`src/rtl/fsm_pkg.sv`:
```
// Shared encodings for the sequencer-facing data collector: sequencer state
// codes, FIFO entry tags and the collector's own FSM states.
package fsm_pkg;

    localparam logic [3:0] S1 = 4'b0000;
    localparam logic [3:0] S2 = 4'b0001;
    localparam logic [3:0] S3 = 4'b0010;
    localparam logic [3:0] S4 = 4'b0100;

    localparam logic [1:0] TAG_NONE = 2'b00;
    localparam logic [1:0] TAG_D1   = 2'b01;
    localparam logic [1:0] TAG_D2   = 2'b10;
    localparam logic [1:0] TAG_MARK = 2'b11;

    typedef enum logic [1:0] {
        IDLE       = 2'd0,
        CAPT       = 2'd1,
        MARK       = 2'd2,
        WAIT_DRAIN = 2'd3
    } coll_state_t;

    typedef enum logic [1:0] {
        SEQ_S1,
        SEQ_S2,
        SEQ_S3,
        SEQ_S4
    } seq_state_t;

    // Unknown sequencer codes fall back to S1 so a glitchy code aborts a frame.
    function automatic seq_state_t decode_state(input logic [3:0] code);
        case (code)
            S2:      return SEQ_S2;
            S3:      return SEQ_S3;
            S4:      return SEQ_S4;
            default: return SEQ_S1;
        endcase
    endfunction

endpackage

```
`src/rtl/fsm_sync_fifo.sv`:
```
// Single-clock show-ahead FIFO with wrap-bit pointers; a push into a full
// FIFO is accepted only when a pop frees the head slot on the same edge.
module fsm_sync_fifo #(
    parameter int DEPTH = 8,
    parameter int W     = 10
) (
    input  logic         clk,
    input  logic         rst,
    input  logic         push,
    input  logic [W-1:0] push_data,
    input  logic         pop,
    output logic         push_ok,
    output logic [W-1:0] head,
    output logic         full,
    output logic         empty
);

    localparam int AW = $clog2(DEPTH);

    logic [AW:0]  wr_ptr;
    logic [AW:0]  rd_ptr;
    logic [W-1:0] mem [DEPTH];
    logic         pop_ok;

    assign empty   = (wr_ptr == rd_ptr);
    assign full    = (wr_ptr[AW] != rd_ptr[AW]) && (wr_ptr[AW-1:0] == rd_ptr[AW-1:0]);
    assign pop_ok  = pop && !empty;
    assign push_ok = push && (!full || pop_ok);

    always_ff @(posedge clk or posedge rst) begin
        if (rst) begin
            wr_ptr <= '0;
            rd_ptr <= '0;
        end else begin
            if (push_ok) wr_ptr <= wr_ptr + 1'b1;
            if (pop_ok)  rd_ptr <= rd_ptr + 1'b1;
        end
    end

    always_ff @(posedge clk) begin
        if (push_ok) mem[wr_ptr[AW-1:0]] <= push_data;
    end

    // Head reads as zero when empty so stale storage never leaks out.
    assign head = empty ? '0 : mem[rd_ptr[AW-1:0]];

endmodule

```
`src/rtl/fsm_data_collector.sv`:
```
// Collects STATE2/STATE3 samples from the sequencer into a FIFO, appends an
// end-of-frame marker and pulses drain-done. FSM_COLLECT_PARITY_EN adds parity.
module fsm_data_collector
    import fsm_pkg::*;
#(
    parameter int DEPTH = 8,
    parameter int DW    = 8
) (
    input  logic          clk,
    input  logic          rst,
    input  logic [3:0]    i_state,
    input  logic [DW-1:0] i_data1,
    input  logic [DW-1:0] i_data2,
    input  logic          i_cap_en,
    output logic          o_valid,
    input  logic          i_ready,
    output logic [1:0]    o_tag,
    output logic [DW-1:0] o_data,
    output logic          o_parity,
    output logic          o_full,
    output logic          o_empty,
    output logic [7:0]    o_ovf_cnt,
    output logic          o_drain_done,
    output logic [1:0]    o_dbg_state
);

`ifdef FSM_COLLECT_PARITY_EN
    localparam int EW = DW + 3;
`else
    localparam int EW = DW + 2;
`endif

    seq_state_t    seq;
    coll_state_t   state;
    coll_state_t   state_nxt;
    logic          frame_start;
    logic          push_req;
    logic [1:0]    push_tag;
    logic [DW-1:0] push_data;
    logic [EW-1:0] push_entry;
    logic [EW-1:0] head_entry;
    logic          push_ok;
    logic          pop;
    logic          fifo_full;
    logic          fifo_empty;
    logic          drain_req;
    logic          drain_q;
    logic [7:0]    sample_cnt;
    logic [7:0]    ovf_cnt;

    assign seq         = decode_state(i_state);
    // The first S2 cycle is captured even though the FSM still reads IDLE.
    assign frame_start = (state == IDLE) && (seq == SEQ_S2);

    always_ff @(posedge clk or posedge rst) begin
        if (rst) state <= IDLE;
        else     state <= state_nxt;
    end

    always_comb begin
        state_nxt = state;
        case (state)
            IDLE:       if (seq == SEQ_S2) state_nxt = CAPT;
            CAPT:       if (seq == SEQ_S4) state_nxt = MARK;
            MARK:       state_nxt = WAIT_DRAIN;
            WAIT_DRAIN: if (drain_req) state_nxt = IDLE;
            default:    state_nxt = IDLE;
        endcase
        if (seq == SEQ_S1) state_nxt = IDLE;
    end

    always_comb begin
        push_req  = 1'b0;
        push_tag  = TAG_NONE;
        push_data = '0;
        if ((state == CAPT || frame_start) && i_cap_en) begin
            if (seq == SEQ_S2) begin
                push_req  = 1'b1;
                push_tag  = TAG_D1;
                push_data = i_data1;
            end else if (seq == SEQ_S3) begin
                push_req  = 1'b1;
                push_tag  = TAG_D2;
                push_data = i_data2;
            end
        end else if (state == MARK) begin
            push_req  = 1'b1;
            push_tag  = TAG_MARK;
            push_data = DW'(sample_cnt);
        end
    end

`ifdef FSM_COLLECT_PARITY_EN
    assign push_entry = {^{push_tag, push_data}, push_tag, push_data};
    assign o_parity   = head_entry[EW-1];
`else
    assign push_entry = {push_tag, push_data};
    assign o_parity   = 1'b0;
`endif

    assign pop = o_valid && i_ready;

    fsm_sync_fifo #(
        .DEPTH (DEPTH),
        .W     (EW)
    ) u_fifo (
        .clk       (clk),
        .rst       (rst),
        .push      (push_req),
        .push_data (push_entry),
        .pop       (pop),
        .push_ok   (push_ok),
        .head      (head_entry),
        .full      (fifo_full),
        .empty     (fifo_empty)
    );

    assign drain_req = (state == WAIT_DRAIN) && (seq == SEQ_S4) && fifo_empty && !push_req;

    // Counters restart with the frame, keeping the first cycle's own push/drop.
    always_ff @(posedge clk or posedge rst) begin
        if (rst) begin
            sample_cnt <= '0;
            ovf_cnt    <= '0;
            drain_q    <= 1'b0;
        end else begin
            drain_q <= drain_req;
            if (frame_start) begin
                sample_cnt <= push_ok ? 8'd1 : 8'd0;
                ovf_cnt    <= (push_req && !push_ok) ? 8'd1 : 8'd0;
            end else begin
                if (push_ok && push_tag != TAG_MARK && sample_cnt != 8'hFF)
                    sample_cnt <= sample_cnt + 8'd1;
                if (push_req && !push_ok && ovf_cnt != 8'hFF)
                    ovf_cnt <= ovf_cnt + 8'd1;
            end
        end
    end

    assign o_valid      = !fifo_empty;
    assign o_tag        = head_entry[DW+1:DW];
    assign o_data       = head_entry[DW-1:0];
    assign o_full       = fifo_full;
    assign o_empty      = fifo_empty;
    assign o_ovf_cnt    = ovf_cnt;
    assign o_drain_done = drain_q;
    assign o_dbg_state  = state;

endmodule

```
`config.mk`:
```
export PLATFORM = sky130hd
export DESIGN_NAME = fsm_data_collector
export DESIGN_NICKNAME = d
export VERILOG_FILES = /design/src/rtl/fsm_pkg.sv /design/src/rtl/fsm_sync_fifo.sv /design/src/rtl/fsm_data_collector.sv
export SDC_FILE = /design/constraint.sdc
export NUM_CORES = 1
export LEC_CHECK = 0
export CORE_MARGIN = 2
export CORE_UTILIZATION = 30
export CTS_BUF_LIST = sky130_fd_sc_hd__clkbuf_8 sky130_fd_sc_hd__clkbuf_16
export DETAILED_ROUTE_END_ITERATION = 7
export PLACE_DENSITY_LB_ADDON = 0.3
export SLEW_MARGIN = 25
export SYNTH_ARGS = -nofsm -noshare
export SYNTH_HDL_FRONTEND = slang
export SYNTH_SLANG_ARGS = --single-unit
```
`constraint.sdc`:
```
create_clock -name clk -period 3.4 [get_ports clk]
set_input_delay 0.51 -clock clk [delete_from_list [all_inputs] [get_ports clk]]
set_output_delay 0.51 -clock clk [all_outputs]
set_load 0.05 [all_outputs]
```
* Word level (Yosys, flattened, before mapping)
Memory sizes are Yosys's and may differ from the RTL's.
Index checks and enable logic that the tools add are counted.
** Word-level totals
- Logic and storage cells :: 80
- Bits of input ports :: 24
- Memory bits (writable) :: 80
- Output and inout bits :: 25
- Bits in registers :: 27
- Memories :: 1
** Memory list
- u_fifo.mem :: words 8, width 10, rd ports 1, clocked after memory_dff 0, write ports 1, line fsm_sync_fifo.sv:22 : logic [W-1:0] mem [DEPTH];
** Operators by class
- Add/subtract/negate cells :: 4
- Mux-type cells :: 27
- Reduce and logical (&&, ||, !) cells :: 24
- Equal/unequal tests :: 18
** Operator list (number)
- 8-bit two-way mux :: 8
- 8-bit by 1-bit adder with 8-bit output (second input constant) :: 2
- 2-bit two-way mux :: 8
- 8-bit != test (second input constant) :: 2
- 1-bit logical AND :: 13
- 10-bit two-way mux :: 1
- 4-bit by 1-bit adder with 4-bit output (second input constant) :: 2
- 2-bit == test (second input constant) :: 4
- 1-bit two-way mux :: 8
- 2-bit one-hot mux with 4 select lines :: 1
- 3-bit != test (second input constant) :: 2
- 2-bit one-hot mux with 3 select lines :: 1
- 2-bit by 1-bit == test with 1-bit output (second input constant) :: 2
- 4-bit by 1-bit == test with 1-bit output (second input constant) :: 1
- 4-bit by 2-bit == test with 1-bit output (second input constant) :: 1
- 4-bit by 3-bit == test with 1-bit output (second input constant) :: 1
- 4-bit == test :: 1
- 1-bit zero test :: 4
- 2-bit zero test :: 2
- 2-bit nonzero test :: 2
- 3-bit == test :: 1
- 3-bit by 1-bit != test with 1-bit output (second input constant) :: 1
- 3-bit AND reduction :: 1
- 1-bit logical OR :: 2
- 2 further kinds :: 2

* Longest topological paths before layout
Gate-level depths: netlist of run 1.
- Depth in word-level cells :: 13
- Depth in mapped cells :: 10
- Gate-level depth less buffers :: 8

* By module
Synthesis of run 1 repeated with hierarchy kept, for this count alone.
** Unflattened totals
- Cells, all modules :: 347
- Area, all modules :: 5068.6 sq um
** By module, submodules not included
- fsm_sync_fifo :: times used 1, cells an instance 187, area an instance 3656.0 sq um
- fsm_data_collector :: times used 1, cells an instance 160, area an instance 1412.6 sq um

* Worst setup path before layout of run 1
OpenSTA, ideal clock, no wires.
- Kind :: input -> register
- From :: input i_state[2]
- To :: memory u_fifo.mem[1][0] (enable)
- Data required time :: 2993 ps
- Stages on the path :: 8
- Slack :: -121 ps
- Arrival time :: 3114 ps
- Setup time :: 407 ps
- Cells stage by stage :: xnor2_1 -> or3_1 -> ha_1 -> a21oi_2 -> o21a_4 -> o22ai_2 -> buf_2 -> nor4b_1
** On the way
- Word-level cells in the longest chain between the ends :: 10
- Elaborated cells on any way between the ends :: 15
- Classes of those cells :: eq/ne: 5; mux: 6; reduce/logical: 4
** Ends and longest elaborated chain
- start, declared :: line fsm_data_collector.sv:11 : input logic [3:0] i_state,
- 4-bit by 3-bit == test with 1-bit output (tied with other cells) :: line fsm_pkg.sv:31 : case (code)
- 2-bit one-hot mux with 3 select lines * :: line fsm_pkg.sv:31
- 2-bit by 1-bit == test with 1-bit output :: line fsm_data_collector.sv:53, fsm_data_collector.sv:77
- 1-bit logical AND :: line fsm_data_collector.sv:53 : assign frame_start = (state == IDLE) && (seq == SEQ_S2);
- 1-bit logical OR :: line fsm_data_collector.sv:76 : if ((state == CAPT || frame_start) && i_cap_en) begin
- 1-bit logical AND :: line fsm_data_collector.sv:76
- 1-bit two-way mux * :: line fsm_data_collector.sv:76
- 1-bit logical AND * :: line fsm_sync_fifo.sv:28 : assign push_ok = push && (!full || pop_ok);
- 1-bit two-way mux * :: line fsm_sync_fifo.sv:41 : if (push_ok) mem[wr_ptr[AW-1:0]] <= push_data;
- 1-bit two-way mux (implied by the code) * :: line fsm_sync_fifo.sv:41
- end, declared :: line fsm_sync_fifo.sv:22
Mark *: on every way between the ends. The rest lies on a longest branch, timed or not.

* Worst setup path in the final report of run 1
- From :: input i_state[2]
- To :: memory u_fifo.mem[6][1] (enable)
The elaborated chain is that of the path after synthesis.

==> run metrics, run 1 <==
crit share post-route between 80% and 90%; Synth Flop Type edfxtp_1; Ports 49; post-detail-place hpwl between 7000 and 8000 um; Initial Util 30.79%; nets@finish 440; Least-Margin Pin Slew 0.8345 ns; Tmin final 2.892 ns; GRT overflow 0; Max-slew headroom about 44%; Post-synth EDFFs 80; drt via density just under 5; CP required about 3.5 ns; Final Power 0.004137 W; setup TNS 0 ns; Clock Skew 0.009953 ns; Sw Share between 30% and 40%; Worst Hold Depth 1; Lkg Pwr ~2.3 nW; asr flop ratio synth between 20% and 30%; gpl congestion ~0.8; Core ar. about 17000 um2; largest net degree at the start of global routing 25; area leader, netlist edfxtp_1; clock group share of total power 25.4%; Worst-Skew Late Latency 0.35 ns; crit-path max FO 10; Fmax around 350 MHz; worst-case reg-to-reg path depth 7; post-route ant nets 0; Power Density ~670 nW/um2; Final Max Tran Viols 0; DRC Markers 0; DIE WIDTH 134.7 um; vias in the first global route about 3300; RSZ-0062 raised after global routing false; total CTS buffers 9; #FFs+latches synth between 100 and 150; Mapped Cells 349; CTS tree yes; Die ar. 18140 um2; WL/cell approximately 18 um; DRT iter0 DRCs between 150 and 200; crit end category flop; via count around 3100; clock sinks around 110; cell row count 47; post-synth top area share 46.88%; IO Port Bufs 47; CTS H-tree lvls 3; Post-CTS Setup Repair Bufs 0; Hold Fails Final Rpt 0; Synth Cell Area 5125 um2; Synth cell types 58; Synth warnings 0; diodes inserted 0; final core utilization 37.15%; Syn Nets 387; Area Growth Syn to Fin 20.63%; CP arrival about 2.9 ns; first-pass GRT wire length between 15000 and 20000 um; worst min path class flop to flop; maximum vdd drop approximately 400 uV; die height ~130 um; Total GRT Usage between 10% and 20%; share of cells above drive strength 1 between 20% and 30%; hold slack final approximately 0.50 ns; CTS Root Cell clkbuf_16; First-pass DRT Iterations 6; fill count around 1600; Setup CP Type input port to flop; Setup-failing EPs final 0; combinational power share 37.8%; clock buffer depth 2; max-cap viol count 0; Final Non-Filler Cells between 600 and 700; Reg power frac between 30 and 40%; initial antenna violation count 0; placed cells 611; post-synthesis sequential area ratio between 60% and 70%; ranking of synthesized cells by area edfxtp_1 (47%), dfrtp_1 (13%), mux4_2 (8.8%); clock slew at reported path FFs approximately 0.08 ns; outcome finished, final reports clean; P_int about 0.0026 W; sw power 0.001548 W; syn_area_per_cell 14.68 um2; Resize count post-CTS 0; aggregate routed wire length between 10000 and 15000 um; CP Launch Type input port; # hold bufs at CTS 0
[critical path, stage by stage]
cell	delay, ns
clkdlybuf4s50_1	0.45
xnor2_1	0.13
or3_1	0.35
ha_1	0.35
or3_4	0.42
a22oi_2	0.15
nand2_1	0.12
nor3b_1	0.24
buf_4	0.22
[state kept, by name (all words and copies together), names as in the netlist]
| register | count |
|---|---|
| o_dbg_state | 2 |
| u_fifo.rd_ptr | 4 |
| u_fifo.mem | 80 |
| o_drain_done | 1 |
| u_fifo.wr_ptr | 4 |
| o_ovf_cnt | 8 |
| sample_cnt | 8 |
[per-layer routing]
layer	track usage (%)	share of wire, %	vias to the layer above
li1	-	-	1456
met1	17.00	45	1536
met2	22.25	51	70
met3	2.703	3.5	7
met4	3.275	0.81	0
met5	0	0	-
[stage by stage]
stage,worst slack [ns],instance area (um2)
after global placement,0.1692,5868
after global routing,0.3724,6182
after detailed placement,0.1380,5868
final,0.5077,6182
after CTS,0.4988,6182
after floorplan,-0.1210,5125
[power groups by stage]
stage          Sequential (W)  Clock [W]  Combinational [W]
2_1_floorplan         0.00150          0            0.00124
3_3_place_gp          0.00155          0            0.00159
3_5_place_dp          0.00155          0            0.00159
4_1_cts               0.00152    0.00108            0.00160
5_1_grt               0.00153    0.00113            0.00167
6_report              0.00152    0.00105            0.00156
[synthesized netlist by cell type (4+ instances only)]
cell type	instances
inv_1	19
buf_2	7
a21oi_1	7
buf_6	4
nand2_1	18
buf_4	4
a31oi_1	4
nor2_1	17
edfxtp_1	80
nor3_1	6
ha_1	14
or4_1	4
nor4b_1	4
o211ai_1	5
or3_1	4
a222oi_1	8
nand2b_1	4
and3_1	5
dfrtp_1	27
a41o_1	4
o31ai_1	4
xnor2_1	6
mux2i_1	11
nand3_1	8
clkbuf_1	9
mux4_2	20
[path summary, 6_finish.rpt]
check / from / end / slack (ns)
max in group asynchronous: rst / u_fifo.rd_ptr[2] / 2.15
min reg2reg: u_fifo.wr_ptr[3] / u_fifo.wr_ptr[3] / 0.50
min in group asynchronous: rst / o_ovf_cnt[1] / 0.63
min: u_fifo.wr_ptr[3] / u_fifo.wr_ptr[3] / 0.50
max: i_state[2] / u_fifo.mem[6][1] / 0.51
max reg2reg: o_dbg_state[0] / u_fifo.mem[6][2] / 0.99
[cell usage in the layout, fill, tap and decap left out, drive strengths merged, types with 11 or more instances in the layout]
master         instances
edfxtp                80
clkdlybuf4s50         34
buf                   32
dfrtp                 27
inv                   23
mux4                  20
nand2                 19
nor2                  17
ha                    14
mux2i                 11
[kinds of logic after synthesis]
group,after synthesis,synth area share (%)
DFF,107,60.06
muxes,32,11.16
adders and majority gates,14,3.418
and+or+nand+nor,89,9.839
other,1,0.07317
AOI/OAI and AO/OA,50,8.691
buffers and inverters,44,4.272
xor gates and xnor gates,12,2.490
[cell type report]
cell class | count | area (um2) | area share (%)
sequential | 107 | 3078 | 49.79
multi-input combinational | 198 | 1847 | 29.87
timing repair buffer | 66 | 593.1 | 9.593
tap | 220 | 275.3 | 4.453
clock buffer | 9 | 225.2 | 3.643
clock inverter | 7 | 88.84 | 1.437
inverter | 20 | 75.07 | 1.214
Note: power is estimated with default switching activity, not from simulation.
==> inputs of run 2 (changes only) <==
TNS_END_PERCENT = 10   (was default)
==> results of run 2 <==
No change in the layout: final DEF, timing and power equal those of run 1.
==> inputs of run 3 (changes only) <==
CTS_CLUSTER_SIZE = 20   (was default)
==> results of run 3 <==
No change in the layout: final DEF, timing and power equal those of run 1.
